$ cat src/rtl/bt_pkg.sv
// Shared constants and state encoding for the CAN bit timing logic.
package bt_pkg;

    localparam int unsigned BRP_W   = 6;
    localparam int unsigned TSEG1_W = 4;
    localparam int unsigned TSEG2_W = 3;
    localparam int unsigned SJW_W   = 2;
    localparam int unsigned TQCNT_W = 5;

    typedef logic [1:0] bt_state_t;

    localparam bt_state_t SYNC  = 2'd0;
    localparam bt_state_t TSEG1 = 2'd1;
    localparam bt_state_t TSEG2 = 2'd2;

    function automatic logic [TQCNT_W-1:0] min_tq(input logic [TQCNT_W-1:0] a,
                                                  input logic [TQCNT_W-1:0] b);
        return (a < b) ? a : b;
    endfunction

endpackage

$ cat src/rtl/bt_prescaler.sv
// Time-quantum prescaler: one tick every brp+1 clocks, restartable at 0.
module bt_prescaler
    import bt_pkg::*;
(
    input  logic             clock,
    input  logic             reset,
    input  logic             restart,
    input  logic [BRP_W-1:0] brp,
    output logic             tick
);

    logic [BRP_W-1:0] cnt_q, cnt_d;

    assign tick = (cnt_q == brp);

    always_comb begin
        cnt_d = cnt_q + BRP_W'(1);
        if (restart || tick) begin
            cnt_d = '0;
        end
    end

    always_ff @(posedge clock) begin
        if (!reset) begin
            cnt_q <= '0;
        end else begin
            cnt_q <= cnt_d;
        end
    end

endmodule

$ cat src/rtl/bit_timing.sv
// CAN bit timing: SYNC/TSEG1/TSEG2 sequencing with hard sync and resync,
// producing the sample point and transmit update strobes.
module bit_timing
    import bt_pkg::*;
(
    input  logic               clock,
    input  logic               reset,
    input  logic               rx,
    input  logic [BRP_W-1:0]   brp,
    input  logic [TSEG1_W-1:0] tseg1,
    input  logic [TSEG2_W-1:0] tseg2,
    input  logic [SJW_W-1:0]   sjw,
    input  logic               hardsync,
    output logic               sampledbit,
    output logic               sample,
    output logic               txpoint
);

    logic               sync1_q, rxs_q, start_q;
    bt_state_t          state_q, state_d;
    logic [TQCNT_W-1:0] tq_cnt_q, tq_cnt_d;
    logic [TQCNT_W-1:0] lim_q, lim_d;
    logic               resync_q, resync_d;
    logic [BRP_W-1:0]   brp_q;
    logic [TSEG1_W-1:0] tseg1_q;
    logic [TSEG2_W-1:0] tseg2_q;
    logic [SJW_W-1:0]   sjw_q;
    logic               sampledbit_q, sample_q, txpoint_q;

    logic               tick, restart, enter_sync, enter_tseg2, edge_det;
    logic [TQCNT_W-1:0] sjw_tq, e_tq, r_tq, adj, lim_eff;

    // rxs is about to go 1->0 on the next clock
    assign edge_det = rxs_q & ~sync1_q;
    assign sjw_tq   = TQCNT_W'(sjw_q) + TQCNT_W'(1);
    assign e_tq     = tq_cnt_q + TQCNT_W'(1);
    assign r_tq     = lim_q + TQCNT_W'(1) - tq_cnt_q;

    bt_prescaler u_prescaler (
        .clock   (clock),
        .reset   (reset),
        .restart (restart),
        .brp     (brp_q),
        .tick    (tick)
    );

    always_comb begin
        state_d     = state_q;
        tq_cnt_d    = tq_cnt_q;
        lim_d       = lim_q;
        resync_d    = resync_q;
        restart     = 1'b0;
        enter_sync  = 1'b0;
        enter_tseg2 = 1'b0;
        adj         = '0;
        lim_eff     = lim_q;
        // start_q begins the first bit on the clock after reset release
        if (start_q || (hardsync && edge_det)) begin
            restart    = 1'b1;
            enter_sync = 1'b1;
            resync_d   = 1'b0;
        end else begin
            case (state_q)
                SYNC: begin
                    if (tick) begin
                        state_d  = TSEG1;
                        tq_cnt_d = '0;
                        lim_d    = TQCNT_W'(tseg1_q);
                    end
                end
                TSEG1: begin
                    if (edge_det && !resync_q) begin
                        adj      = min_tq(e_tq, sjw_tq);
                        lim_eff  = lim_q + adj;
                        lim_d    = lim_eff;
                        resync_d = 1'b1;
                    end
                    if (tick) begin
                        if (tq_cnt_q == lim_eff) begin
                            enter_tseg2 = 1'b1;
                        end else begin
                            tq_cnt_d = tq_cnt_q + TQCNT_W'(1);
                        end
                    end
                end
                TSEG2: begin
                    if (edge_det && !resync_q) begin
                        adj      = min_tq(r_tq, sjw_tq);
                        resync_d = 1'b1;
                        if (adj >= r_tq) begin
                            restart    = 1'b1;
                            enter_sync = 1'b1;
                        end else begin
                            lim_eff = lim_q - adj;
                            lim_d   = lim_eff;
                        end
                    end
                    if (tick && !enter_sync) begin
                        if (tq_cnt_q == lim_eff) begin
                            enter_sync = 1'b1;
                        end else begin
                            tq_cnt_d = tq_cnt_q + TQCNT_W'(1);
                        end
                    end
                end
                default: begin
                    restart    = 1'b1;
                    enter_sync = 1'b1;
                end
            endcase
        end
        if (enter_sync) begin
            state_d  = SYNC;
            tq_cnt_d = '0;
        end
        if (enter_tseg2) begin
            state_d  = TSEG2;
            tq_cnt_d = '0;
            lim_d    = TQCNT_W'(tseg2_q);
            resync_d = 1'b0;
        end
    end

    always_ff @(posedge clock) begin
        if (!reset) begin
            sync1_q      <= 1'b1;
            rxs_q        <= 1'b1;
            start_q      <= 1'b1;
            state_q      <= SYNC;
            tq_cnt_q     <= '0;
            lim_q        <= '0;
            resync_q     <= 1'b0;
            brp_q        <= '0;
            tseg1_q      <= '0;
            tseg2_q      <= '0;
            sjw_q        <= '0;
            sampledbit_q <= 1'b1;
            sample_q     <= 1'b0;
            txpoint_q    <= 1'b0;
        end else begin
            sync1_q   <= rx;
            rxs_q     <= sync1_q;
            start_q   <= 1'b0;
            state_q   <= state_d;
            tq_cnt_q  <= tq_cnt_d;
            lim_q     <= lim_d;
            resync_q  <= resync_d;
            sample_q  <= enter_tseg2;
            txpoint_q <= enter_sync;
            if (enter_tseg2) begin
                sampledbit_q <= rxs_q;
            end
            // timing config is frozen for the whole bit
            if (enter_sync) begin
                brp_q   <= brp;
                tseg1_q <= tseg1;
                tseg2_q <= tseg2;
                sjw_q   <= sjw;
            end
        end
    end

    assign sampledbit = sampledbit_q;
    assign sample     = sample_q;
    assign txpoint    = txpoint_q;

endmodule

$ cat config.mk
export PLATFORM = sky130hd
export DESIGN_NAME = bit_timing
export DESIGN_NICKNAME = d
export VERILOG_FILES = /design/src/rtl/bt_pkg.sv /design/src/rtl/bt_prescaler.sv /design/src/rtl/bit_timing.sv
export SDC_FILE = /design/constraint.sdc
export NUM_CORES = 1
export LEC_CHECK = 0
export BUFFER_PORTS_ARGS = -buffer_cell sky130_fd_sc_hd__buf_4
export CAP_MARGIN = 40
export CORE_MARGIN = 2
export CORE_UTILIZATION = 60
export DETAILED_ROUTE_END_ITERATION = 6
export GPL_TIMING_DRIVEN = 1
export PLACE_DENSITY = 0.79
export SYNTH_ARGS = -nofsm -noshare
export SYNTH_HDL_FRONTEND = slang
export SYNTH_SLANG_ARGS = --single-unit
$ cat constraint.sdc
create_clock -name clock -period 6.4 [get_ports clock]
set_input_delay 1.28 -clock clock [delete_from_list [all_inputs] [get_ports clock]]
set_output_delay 1.28 -clock clock [all_outputs]
set_load 0.01 [all_outputs]
======== Word-level counts from Yosys, hierarchy flattened ========
Index checks and enable logic that the tools add are counted.
cells by class
  $add $sub $neg .......................... 7
  multiply operators ...................... 0
  div/mod/pow operators ................... 0
  magnitude comparators ................... 3
  eq/ne operators ......................... 13
  shift operators ......................... 0
  muxes and demuxes ....................... 39
  bitwise logic cells ..................... 4
  reduce and logical (&&, ||, !) cells .... 24
operator list
  operator               number
  $mux W5                15
  $pmux W5 S3            2
  $mux W1                13
  $ne A2 B2 Y1 const B   6
  $reduce_and A3 Y1      4
  $add A5 B1 Y5 const B  2
  $eq A5 B5 Y1           2
  $lt A5 B3 Y1           2
  $mux W2                5
  $sub A5 B5 Y5          2
  $reduce_bool A3 Y1     3
  $reduce_or A2 Y1       4
  $reduce_and A7 Y1      1
  $add A6 B1 Y6 const B  1
  $eq A6 B6 Y1           1
  $mux W3                2
  $ne A3 B3 Y1 const B   2
  $reduce_or A3 Y1       2
  $add A5 B5 Y5          1
  $ge A5 B5 Y1           1
  $pmux W1 S2            2
  $reduce_bool A4 Y1     1
  $add A2 B1 Y3 const B  1
  $logic_and A1 B1 Y1    3
  8 further kinds        12
word-level totals
  register bits after elaboration ......... 40
  latch bits .............................. 0
  RAM bits ................................ 0
  bits in read-only memories .............. 0
  input bits .............................. 19
  output and inout bits ................... 3
  logic and storage cells ................. 107
  memories kept ........................... 0

======== Depth between registers and ports, before layout ========
Gate-level depths: netlist of run 1.
  depth in word-level cells ............... 16
  depth in mapped cells ................... 21

======== Hierarchy ========
A second synthesis of run 1 with hierarchy kept.
second synthesis, totals
  cells, all modules ...................... 371
  area total of the unflattened synthesis .. 3089.2 um^2
modules (own cells, without submodules)
  module        instances  cells an instance  area an instance (um^2)  seq. area each (um^2)
  bit_timing    1          335                2740.1                   680.7
  bt_prescaler  1          36                 349.1                    120.1

======== Worst setup path before layout of run 1 ========
OpenSTA, ideal clock, no wires.
  path kind ............................... register -> register
  start point ............................. register tq_cnt_q[2]
  end point ............................... register tq_cnt_q[3]
  setup time .............................. 0.116 ns
  data arrival time ....................... 4.594 ns
  path slack .............................. 1.690 ns
  cell stages (with the launch flop) ...... 20
  buffers on the path ..................... 2
  period minus slack after synthesis ...... 4.710 ns
  path through ............................ dfxtp_1 > clkbuf_1 > inv_1 > ha_1 > fa_1 > xnor2_1 > o21ai_4 > a211o_1 > o21a_1 > ha_1 > fa_1 > nor2b_1 > o21ai_0 > and3_1 > o221a_2 > mux2_4 > a41o_1 > buf_6 > mux2_4 > and3_1
on the way
  word-level cells in the longest chain between the ends .. 14
  elaborated cells between the ends (all ways) .. 42
  those cells by class .................... 4 x add/sub; 3 x order compare; 5 x eq/ne; 26 x mux; 4 x reduce/logical
ends and longest elaborated chain
  item                                                     line                                source
  start, declared                                          bit_timing.sv:21                    logic [TQCNT_W-1:0] tq_cnt_q, tq_cnt_d;
  start signal, assigned                                   bit_timing.sv:145                   tq_cnt_q <= tq_cnt_d;
  $sub A5 B5 Y5                                            bit_timing.sv:37                    assign r_tq = lim_q + TQCNT_W'(1) - tq_cnt_q;
  $lt A5 B3 Y1                                             bt_pkg.sv:18                        return (a < b) ? a : b;
  $mux W5                                                  bt_pkg.sv:18
  $sub A5 B5 Y5 / $ge A5 B5 Y1 (equally long branches)     bit_timing.sv:94, bit_timing.sv:90
  $mux W5 / $mux W1 (equally long branches)                --
  $mux W5 / $mux W1 (equally long branches)                bit_timing.sv:87                    if (edge_det && !resync_q) begin
  $mux W5 / $mux W1 (equally long branches)                bit_timing.sv:63                    case (state_q)
  $mux W5 / $mux W1 (equally long branches)                bit_timing.sv:58                    if (start_q || (hardsync && edge_det)) begin
  $eq A5 B5 Y1 / $logic_not A1 Y1 (equally long branches)  bit_timing.sv:99, bit_timing.sv:98
  $mux W1 / $logic_and A1 B1 Y1 (equally long branches)    bit_timing.sv:99, bit_timing.sv:98
  $mux W1                                                  bit_timing.sv:98                    if (tick && !enter_sync) begin
  $pmux W1 S2                                              bit_timing.sv:63
  $mux W1                                                  bit_timing.sv:58
  $reduce_or A3 Y1 (no source line)                        --
Several ways; a longest one is shown, not always the timed one. The select of a mux whose other input is x is not followed.
A chain may end at the register's enable or synchronous reset.

======== Worst setup path after layout of run 1 ========
  start point ............................. register lim_q[1]
  end point ............................... register tq_cnt_q[3]
on the way
  word-level cells in the longest chain between the ends .. 15
  elaborated cells between the ends (all ways) .. 35
  those cells by class .................... 4 x add/sub; 2 x order compare; 5 x eq/ne; 20 x mux; 4 x reduce/logical
ends and longest elaborated chain
  item                                                     line                                source
  start, declared                                          bit_timing.sv:22                    logic [TQCNT_W-1:0] lim_q, lim_d;
  start signal, assigned                                   bit_timing.sv:146                   lim_q <= lim_d;
  $add A5 B1 Y5                                            bit_timing.sv:37
  $sub A5 B5 Y5                                            bit_timing.sv:37
  $lt A5 B3 Y1                                             bt_pkg.sv:18
  $mux W5                                                  bt_pkg.sv:18
  $sub A5 B5 Y5 / $ge A5 B5 Y1 (equally long branches)     bit_timing.sv:94, bit_timing.sv:90
  $mux W5 / $mux W1 (equally long branches)                --
  $mux W5 / $mux W1 (equally long branches)                bit_timing.sv:87
  $mux W5 / $mux W1 (equally long branches)                bit_timing.sv:63
  $mux W5 / $mux W1 (equally long branches)                bit_timing.sv:58
  $eq A5 B5 Y1 / $logic_not A1 Y1 (equally long branches)  bit_timing.sv:99, bit_timing.sv:98
  $mux W1 / $logic_and A1 B1 Y1 (equally long branches)    bit_timing.sv:99, bit_timing.sv:98
  $mux W1                                                  bit_timing.sv:98
  $pmux W1 S2                                              bit_timing.sv:63
  $mux W1                                                  bit_timing.sv:58
  $reduce_or A3 Y1 (no source line)                        --
Several ways; a longest one is shown, not always the timed one. The select of a mux whose other input is x is not followed.

==> results of run 1 <==
-- Yosys cell counts (2+ instances only) --
cell type	instances
dfxtp_1	40
a41o_1	2
nor3_1	5
nand2_1	51
a31oi_1	3
a21oi_1	16
mux2_2	4
inv_1	26
buf_6	4
o31ai_1	2
nand2b_1	6
nor4_1	3
o21ai_0	12
a22oi_1	2
xor2_1	14
xnor2_1	12
nand3_1	11
o221ai_1	2
o21ai_4	2
a21o_1	6
o21a_1	4
mux2_4	2
and2_1	3
nor2b_1	2
and3_1	5
o211a_1	3
clkbuf_1	9
or3_1	2
mux2i_1	21
fa_1	3
a211o_1	3
nor2_1	30
conb_1	2
ha_1	30
-- critical path, stage by stage (launching register included) --
cell     delay, ns
dfxtp_1       0.42
inv_1         0.18
ha_1          0.31
inv_1         0.04
ha_1          0.22
fa_1          0.38
xnor2_1       0.30
o21ai_4       0.14
a211o_1       0.36
o21a_1        0.21
ha_1          0.20
fa_1          0.41
nor2b_1       0.12
o21ai_0       0.14
and3_1        0.22
o221a_2       0.22
mux2_4        0.28
a41o_1        0.35
mux2_4        0.33
and3_1        0.17
-- kinds of logic (layout without fill, tap and decap cells) --
family	count (synthesis)	after routing	synth area share [%]
AO/OA/AOI/OAI	68	68	16.06
other	2	2	0.2446
buffers and inverters	39	56	5.745
multiplexers	28	28	9.658
adder cells (fa/ha/maj)	33	33	14.18
AND/OR/NAND/NOR	127	127	19.85
flip-flops	40	40	26.08
XOR/XNOR	27	27	8.191
-- path summary, 6_finish.rpt --
check / from / end
setup / recovery: lim_q[1]$_SDFFE_PN0P_ / tq_cnt_q[3]$_SDFFE_PP0P_
hold / removal: tseg1_q[2]$_SDFFE_PN0P_ / tseg1_q[2]$_SDFFE_PN0P_
setup reg to reg: lim_q[1]$_SDFFE_PN0P_ / tq_cnt_q[3]$_SDFFE_PP0P_
hold reg to reg: tseg1_q[2]$_SDFFE_PN0P_ / tseg1_q[2]$_SDFFE_PN0P_
-- state kept, by name (all words and copies together) (netlist names) --
name,cells
sample,1
tq_cnt_q,5
u_prescaler.cnt_q,6
sync1_q,1
tseg2_q,3
state_q,2
resync_q,1
txpoint,1
lim_q,5
sampledbit,1
rxs_q,1
brp_q,6
sjw_q,2
start_q,1
tseg1_q,4
-- cell type report --
cell class	count	area (µm²)
sequential	40	800.8
fill	463	1650
clock buffer	5	68.82
timing repair buffer	22	165.2
tap	70	87.58
multi-input combinational	285	2093
inverter	26	97.59
clock inverter	3	46.29
-- metal layers --
layer	GRT usage, %	share of wire, %	vias to the layer above
li1	-	-	1297
met1	39.27	48	1224
met2	38.94	46	84
met3	4.762	5.6	7
met4	3.704	0.42	0
met5	0	0	-
-- placed cells by master (no fill, tap or decap), types with 3 or more instances in the layout --
cell / instances
nand2b_1: 6
buf_4: 22
dfxtp_1: 40
o21ai_0: 12
ha_1: 30
mux2i_1: 21
nand3_1: 11
xor2_1: 14
a211o_1: 3
a21o_1: 6
inv_1: 26
o211a_1: 3
fa_1: 3
and2_1: 3
nor4_1: 3
and3_1: 5
nor3_1: 5
xnor2_1: 12
nor2_1: 30
nand2_1: 51
clkbuf_8: 5
o21a_1: 4
a21oi_1: 16
mux2_2: 4
a31oi_1: 3
-- stage by stage --
| stage | cell area [µm²] | hold slack, ns |
|---|---|---|
| finish | 3359 | 0.4623 |
| global route | 3359 | 0.4924 |
| floorplan | 3070 | 0.4357 |
| detailed placement | 3244 | 0.4547 |
| global placement | 3244 | 0.4462 |
| CTS | 3359 | 0.4662 |
-- report_power, final --
| group | leakage (µW) | switching [µW] | total [µW] | internal, µW |
|---|---|---|---|---|
| Clock | 0.0000548 | 90.3 | 208 | 117 |
| Combinational | 0.00115 | 144 | 252 | 108 |
| Sequential | 0.000327 | 12.2 | 273 | 261 |
==> key figures, run 1 <==
Yosys
  • Share of the yosys chip area belonging to registers: 26.08%
  • Post-synth EDFFs: 0
  • Post-synth top area share: 26.08%
  • Synth Register Bits: 40
  • Post-synth top area cell: dfxtp_1
  • Yosys warns: 0
  • Mean post-synth cell area: 8.435 µm²
  • Mapped Area: 3070 µm²
  • Cells after Synth: 364
  • Post-synth ARST share: 0%
  • Area contributors post-synth: dfxtp_1, ha_1, mux2i_1, nand2_1, xor2_1
  • Net Count, Synth: 416
  • Synth Flop Type: dfxtp_1
  • Synth unique cells: 56

Place
  • GP Congestion: 0.8697
  • Post-Place Cells: 443
  • Final HPWL DP: 5385 µm
  • Port Buf Inserts: 21
  • Setup WS pre-CTS: 1.364 ns

Power
  • P_leak: 0.001530 µW
  • Power, Total: 732.7 µW
  • Pwr dens: 218.1 nW/µm²
  • Peak VDD IR: 0.1548 mV

Setup path
  • Worst Setup End Kind: flop
  • Critical path type: reg -> reg
  • FF-to-FF path depth: 19
  • Worst Path Max Fanout: 8
  • Arrival time of the worst setup path: 5.31 ns
  • CP required: 6.58 ns
  • Reg2reg setup slack: 1.27 ns
  • CP Launch Type: flop

Die
  • Die width: 75.54 µm
  • Die height: 75.54 µm
  • Starting Density: 61.29%
  • Die area: 5706 µm²
  • Core Box Area: 5010 µm²
  • Rows: 26
  • # IOs: 22

STA
  • Min Tclk post-route: 5.125 ns
  • Final Slew Violations: 0
  • Rel. slew slack: 57.13%
  • Fin. Hold Viols: 0
  • Setup TNS: 0 ns
  • Final WS setup: 1.275 ns
  • Final setup violation count: 0
  • Slew of the pin with the lowest slew margin: 0.6383 ns
  • Fmax: 195.1 MHz
  • Worst setup skew after layout: 0.009161 ns
  • RSZ-0062 raised after global routing: false
  • Tcrit/Tclk final: 80.08%

Global routing
  • Initial antenna violation count: 0
  • Grt ovf: 0
  • Vias in the first global route: 2287
  • Pin count of the biggest net entering global routing: 42
  • Global Route Usage Sum: 25.82%
  • First-pass GRT wire length: 11200 µm

Layout
  • Final core occ: 67.06%
  • Area Overhead vs Synth: 9.413%
  • Antenna cells: 0
  • Share of cells above drive strength 1: 11.81%
  • # nets final: 432
  • Non-filler cells, final: 451

Clocking
  • Post-CTS Hold Buffers: 0
  • Post-CTS sizing: 0
  • Reg clk slew, reported paths: 0.08 ns
  • TritonCTS buffer count: 5
  • CTS tree: yes
  • H-tree depth: 2
  • Clk buf depth: 2
  • Setup Buffers After CTS: 0
  • Clock sinks: 40
  • Worst-skew pair later-pin latency: 0.29 ns
  • Root Buffer: clkbuf_8

Route
  • Vias per cell: 5.792
  • Starting DRT DRC Count: 279
  • WL per Instance: 15.28 µm
  • DRC viols: 0
  • Post-route ant nets: 0
  • DRT Wirelength: 6893 µm
  • Vias post-DR: 2612
  • Initial DRT Pass Iterations: 5

Worst hold path
  • Hold depth: 2
  • Min-Delay Path Class: reg -> reg

Status
  • Status: finished, final reports clean

Job
  • Max-Cap Viols: 0
Power figures use the tool's default switching activity.
==> run 2, diff against run 1 <==
- clock period: 6.4 -> 5.4 ns (I/O delays scaled with it)
==> run 2 against run 1 <==
Effect of this change: combinational power increased by 20%; setup slack got worse by 1.0 ns; utilization increased by 0.65 points.
==> key figures, run 2 (synthesized netlist as in run 1, its figures left out) <==
Clocking
  • Clock sinks: 40 (unchanged)
  • Clk buf depth: 2 (unchanged)
  • Post-CTS Hold Buffers: 0 (unchanged)
  • TritonCTS buffer count: 5 (unchanged)
  • Reg clk slew, reported paths: 0.09 ns (about the same)
  • CTS tree: yes
  • Root Buffer: clkbuf_8
  • Post-CTS sizing: 0 (unchanged)
  • Worst-skew pair later-pin latency: 0.30 ns (about the same)
  • Setup Buffers After CTS: 0 (unchanged)
  • H-tree depth: 2 (unchanged)

Die
  • Starting Density: 61.29% (unchanged)
  • Die width: 75.54 µm (unchanged)
  • Core Box Area: 5010 µm² (unchanged)
  • Die height: 75.54 µm (unchanged)
  • Rows: 26 (unchanged)
  • # IOs: 22 (unchanged)
  • Die area: 5706 µm² (unchanged)

Layout
  • Area Overhead vs Synth: 10.47%
  • Most common cell after layout, fill and taps aside: nand2_1
  • Fillcell total: 454 (-1.9%)
  • Most frequent cells in the layout: nand2_1, dfxtp_1, nor2_1, ha_1
  • Biggest regs: brp_q (6), u_prescaler.cnt_q (6)
  • Non-filler cells, final: 456 (+1.1%)
  • Share of cells above drive strength 1: 12.95% (+1.1 points)
  • Fin area: 3392 µm² (+0.97%)
  • Antenna cells: 0 (unchanged)
  • # nets final: 437 (+1.2%)

Route
  • Starting DRT DRC Count: 168 (-40%)
  • DRC viols: 0 (unchanged)
  • Post-route ant nets: 0 (unchanged)
  • DRT Wirelength: 7133 µm (+3.5%)
  • WL per Instance: 15.64 µm (+2.3%)
  • Vias per cell: 5.684 (-1.9%)
  • Vias post-DR: 2592 (-0.77%)
  • Initial DRT Pass Iterations: 4 (-1)

Global routing
  • Initial antenna violation count: 0 (unchanged)
  • Met2 Usage GRT: 42.13% (+3.2 points)
  • Global routing usage on met1: 37.25% (-2.0 points)
  • Grt ovf: 0 (unchanged)
  • Global Route Usage Sum: 26.68% (+0.87 points)
  • Pin count of the biggest net entering global routing: 42 (unchanged)
  • Vias in the first global route: 2401 (+5.0%)
  • First-pass GRT wire length: 11410 µm (+1.8%)
  • GR peak layer: met2
  • Met3 Use GR: 4.630% (-0.13 points)

Power
  • Peak VDD IR: 0.2176 mV (+41%)
  • P_leak: 0.001549 µW (+1.2%)
  • Pwr dens: 247.2 nW/µm² (+13%)

Place
  • Final HPWL DP: 5491 µm (+2.0%)
  • GP Congestion: 1.012 (+16%)
  • Post-Place Cells: 448 (+1.1%)
  • Placed cell area: 3294 µm² (+1.5%)
  • Port Buf Inserts: 21 (unchanged)
  • Setup WS pre-CTS: 0.3549 ns (-1.009 ns)

Status
  • Status: finished, final reports clean

Worst hold path
  • Min-Delay Path Class: reg -> reg

Setup path
  • CP required: 5.59 ns (-0.99 ns)
  • CP Launch Type: flop
  • Arrival time of the worst setup path: 5.32 ns (about the same)
  • Worst Setup End Kind: flop
  • Critical path type: reg -> reg
  • Worst Path Max Fanout: 8 (unchanged)

STA
  • Final setup violation count: 0 (unchanged)
  • Tcrit/Tclk final: 94.97% (+15 points)
  • Final Slew Violations: 0 (unchanged)
  • RSZ-0062 raised after global routing: false
  • Slew of the pin with the lowest slew margin: 0.6323 ns (-0.006068 ns)
  • Rel. slew slack: 57.53% (+0.41 points)
  • Final WS setup: 0.2718 ns (-1.003 ns)
  • Setup TNS: 0 ns (unchanged)
  • Fmax: 195.0 MHz (about the same)
  • Min Tclk post-route: 5.128 ns (+0.002962 ns)
  • Fin. Hold Viols: 0 (unchanged)
  • Worst setup skew after layout: 0.01020 ns (+0.001040 ns)

Job
  • Max-Cap Viols: 0 (unchanged)
## run 2: area by class of cell
class	count	area [µm²]	share of cell area [%]
clock buffers	6	82.58	2.435
clock inverters	2	15.01	0.4426
inverters	26	97.59	2.877
multi-input cells	285	2093	61.71
flip-flops and latches	40	800.8	23.61
well taps	70	87.58	2.582
repair buffers	27	215.2	6.345
## run 2: path summary, 6_finish.rpt
path	to	slack, ns	startpoint	depth (start not counted)
worst max-delay path	tq_cnt_q[3]$_SDFFE_PP0P_	0.27	lim_q[1]$_SDFFE_PN0P_	19
worst min-delay path	tseg1_q[0]$_SDFFE_PN0P_	0.47	tseg1_q[0]$_SDFFE_PN0P_	2
worst max register to register	tq_cnt_q[3]$_SDFFE_PP0P_	0.27	lim_q[1]$_SDFFE_PN0P_	19
worst min register to register	tseg1_q[0]$_SDFFE_PN0P_	0.47	tseg1_q[0]$_SDFFE_PN0P_	2
## run 2: worst max-delay path: stages, from the launching register on
cell     delay [ns]
dfxtp_1        0.41
inv_1          0.17
ha_1           0.31
inv_1          0.04
ha_1           0.22
fa_1           0.39
xnor2_1        0.33
o21ai_4        0.15
a211o_1        0.36
o21a_1         0.21
ha_1           0.21
fa_1           0.41
nor2b_1        0.13
o21ai_0        0.12
and3_1         0.22
o221a_2        0.23
mux2_4         0.27
a41o_1         0.35
mux2_4         0.33
and3_1         0.17
## run 2: report_power, final
part | switching, µW | total (µW) | internal, µW
Clock | 112 | 215 | 103
Sequential | 12.7 | 322 | 309
Combinational | 171 | 302 | 130
Total | 296 | 839 | 543
## run 2: routing by layer
layer / up-vias / share of wire (%)
met3: 18 / 6.5
met1: 1195 / 47
li1: 1300 / -
met2: 79 / 44
met4: 0 / 2.5
met5: - / 0
## run 2: stage by stage
step                total power [µW]  util (%)  hold WS (ns)
floorplan                      555.4         -        0.4357
global placement               616.2     65.76        0.4477
detailed placement             622.3     65.76        0.4553
CTS                            836.9     67.71        0.4682
global route                   885.6     67.71        0.4854
finish                         838.7     67.71        0.4675
==> run 3, diff against run 2 <==
- SYNTH_HIERARCHICAL: default -> 1
==> run 3 against run 2 <==
Effect of this change: clock skew is 0.0015 ns lower; count of clock-buffer cells in the layout decreased by 1; die area is 0.58% higher; register-to-register slack improved by 0.09 ns; via count is 2.6% higher; sequential power about the same; synthesized cell count grew 1.9%; maximum frequency is 1.7% higher.
==> key figures, run 3 <==
Clocking
  • Worst-skew pair later-pin latency: 0.29 ns (about the same)
  • Reg clk slew, reported paths: 0.07 ns (-0.02 ns)
  • Root Buffer: clkbuf_8
  • CTS tree: yes
  • Clk buf depth: 2 (unchanged)
  • Post-CTS Hold Buffers: 0 (unchanged)
  • TritonCTS buffer count: 5 (unchanged)
  • Clock sinks: 40 (unchanged)
  • H-tree depth: 2 (unchanged)

Place
  • Setup WS pre-CTS: 0.1952 ns (-0.1596 ns)
  • Post-Place Cells: 451 (+0.67%)
  • Placed cell area: 3278 µm² (-0.49%)
  • Final HPWL DP: 5331 µm (-2.9%)
  • Port Buf Inserts: 21 (unchanged)
  • GP Congestion: 0.9404 (-7.1%)

Global routing
  • First-pass GRT wire length: 11210 µm (-1.8%)
  • Initial antenna violation count: 0 (unchanged)
  • Grt ovf: 0 (unchanged)
  • Global Route Usage Sum: 25.29% (-1.4 points)
  • Vias in the first global route: 2458 (+2.4%)
  • Pin count of the biggest net entering global routing: 44 (+4.8%)

Power
  • P_leak: 0.001461 µW (-5.6%)
  • Peak VDD IR: 0.1595 mV (-27%)
  • Pwr dens: 257.5 nW/µm² (+4.2%)
  • Power, Total: 891.3 µW (+6.3%)

Yosys
  • Post-synth EDFFs: 0 (unchanged)
  • Net Count, Synth: 424 (+1.9%)
  • Cells after Synth: 371 (+1.9%)
  • Area contributors post-synth: dfxtp_1, ha_1, o21ai_0, nand2_1, nand3_1
  • Post-synth top area share: 25.92% (-0.16 points)
  • Synth unique cells: 59 (+5.4%)
  • Yosys warns: 6 (+6)
  • Mean post-synth cell area: 8.327 µm² (-1.3%)
  • Commonest cells post-synth: dfxtp_1, nand2_1, ha_1, o21ai_0
  • Count leader, synth: dfxtp_1
  • Synth Register Bits: 40 (unchanged)
  • Post-synth ARST share: 0% (unchanged)
  • Share of the yosys chip area belonging to registers: 25.92% (-0.16 points)
  • Post-synth top area cell: dfxtp_1
  • Mapped Area: 3089 µm² (+0.61%)
  • Synth Flop Type: dfxtp_1

Job
  • Max-Cap Viols: 0 (unchanged)

Die
  • Starting Density: 61.27% (about the same)
  • Die area: 5739 µm² (+0.58%)
  • Die height: 75.76 µm (+0.29%)
  • Core Box Area: 5042 µm² (+0.65%)
  • Die width: 75.76 µm (+0.29%)
  • Rows: 26 (unchanged)
  • # IOs: 22 (unchanged)

Setup path
  • Slowest cell on the critical path: a222oi_1
  • Crit-path leading delay family: adder cells
  • CP Launch Type: flop
  • Critical path buffers and inverters: 3 (+1)
  • Worst path max stage delay: 0.48 ns (+0.07 ns)
  • CP required: 5.61 ns (+0.02 ns)
  • Crit-path cells: inv_1 -> ha_1 -> inv_1 -> fa_1 -> xnor2_2 -> and4b_1 -> or2_4 -> nand3b_1 -> nand2_1 -> o21a_1 -> ha_1 -> fa_1 -> xor2_1 -> a222oi_1 -> nor4b_4 -> nor3b_4 -> o31ai_4 -> buf_12 -> nand3_1 -> o21ai_0
  • Critical path type: reg -> reg
  • Worst Path Max Fanout: 32 (+24)
  • Worst Setup End Kind: flop
  • Arrival time of the worst setup path: 5.25 ns (-0.07 ns)

Layout
  • Area Overhead vs Synth: 12.03%
  • Fin area: 3461 µm² (+2.0%)
  • Antenna cells: 0 (unchanged)
  • Biggest regs: brp_q (6), u_prescaler/cnt_q (6)
  • # nets final: 442 (+1.1%)
  • Most common cell after layout, fill and taps aside: dfxtp_1
  • Area of the multi-input gates: 2131 µm² (+1.8%)
  • Area occupied by registers: 803.3 µm² (+0.31%)
  • Fillcell total: 411 (-9.5%)
  • Non-filler cells, final: 460 (+0.88%)
  • Most frequent cells in the layout: dfxtp_1, nand2_1, o21ai_0, ha_1, buf_4
  • Share of cells above drive strength 1: 14.36% (+1.4 points)

STA
  • Worst setup skew after layout: 0.008693 ns (-0.001508 ns)
  • Final WS setup: 0.3596 ns (+0.08785 ns)
  • Tcrit/Tclk final: 93.34% (-1.6 points)
  • Final setup violation count: 0 (unchanged)
  • Fmax: 198.4 MHz (+1.7%)
  • Slew of the pin with the lowest slew margin: 0.6723 ns (+0.04004 ns)
  • Final Slew Violations: 0 (unchanged)
  • Min Tclk post-route: 5.040 ns (-0.08785 ns)
  • Hold_ws: 0.4706 ns (+0.003130 ns)
  • Rel. slew slack: 54.98% (-2.5 points)
  • Fin. Hold Viols: 0 (unchanged)

Route
  • DRC viols: 0 (unchanged)
  • Initial DRT Pass Iterations: 5 (+1)
  • Vias post-DR: 2660 (+2.6%)
  • WL per Instance: 15.08 µm (-3.6%)
  • DRT Wirelength: 6936 µm (-2.8%)
  • Post-route ant nets: 0 (unchanged)
  • Starting DRT DRC Count: 159 (-5.4%)
  • Vias per cell: 5.783 (+1.7%)

Worst hold path
  • Min-Delay Path Class: reg -> reg

Status
  • Status: finished, final reports clean
==> run 3: cell types whose count changed after synthesis, sizes merged, moves of 5 or more <==
cell	delta
o21ai	+21
nand2	-15
nand3	+15
mux2i	-14
nor2	-10
a21oi	+6
a211oi	+5
and3	-5
mux2	-5
nor3	-5
==> run 3: metal layers <==
layer | vias up | routed length, µm | global-route usage, %
li1 | 1336 | - | -
met1 | 1227 | 3202 | 33.98
met2 | 74 | 3259 | 40.61
met3 | 23 | 277 | 4.233
met4 | 0 | 197 | 9.552
met5 | - | 0 | 0
==> run 3: logic make-up after synthesis <==
kind of cell	synth area share, %
AOI/OAI and AO/OA	21.87
xor gates and xnor gates	7.857
adders and majority gates	14.50
buffers and inverters	6.682
DFF	25.92
muxes	2.997
other	0.2431
and+or+nand+nor	19.93
==> run 3: worst paths after layout <==
kind	from	end	slack, ns	cells after the start
worst min-delay path	tseg1_q[2]$_SDFFE_PN0P_	tseg1_q[2]$_SDFFE_PN0P_	0.47	2
worst max register to register	tq_cnt_q[2]$_SDFFE_PP0P_	tseg1_q[0]$_SDFFE_PN0P_	0.36	20
worst min register to register	tseg1_q[2]$_SDFFE_PN0P_	tseg1_q[2]$_SDFFE_PN0P_	0.47	2
worst max-delay path	tq_cnt_q[2]$_SDFFE_PP0P_	tseg1_q[0]$_SDFFE_PN0P_	0.36	20
==> run 3: power breakdown <==
| part | switching, µW | total (µW) | internal [µW] | leakage [µW] |
|---|---|---|---|---|
| clock | 100 | 237 | 137 | 0.0000541 |
| sequential | 13.0 | 322 | 309 | 0.000328 |
| combinational | 191 | 333 | 142 | 0.00108 |
| total | 304 | 891 | 587 | 0.00146 |
==> run 3: cell type report <==
type	count	area share [%]
clock inverter	3	1.229
tap	70	2.531
timing repair buffer	29	6.652
inverter	26	2.820
sequential	40	23.21
clock buffer	5	1.988
multi-input combinational	287	61.57
==> run 3: worst min-delay path, stage by stage, from the launching register on <==
cell and delay [ns]:
dfxtp_1 0.32, nand2_1 0.06, o21ai_1 0.05
==> run 3: through the flow <==
stage	TNS [ns]	util, %
after floorplan	0	-
after global placement	0	65.01
after detailed placement	0	65.01
after CTS	0	67.22
after global routing	-0.04228	68.64
final	0	68.64
==> run 3: timing repair <==
item	4_1_cts	5_1_grt
gates resized for setup	0	12
endpoints found under the hold margin	0	0
buffers inserted	0	1
setup endpoints to repair	0	23
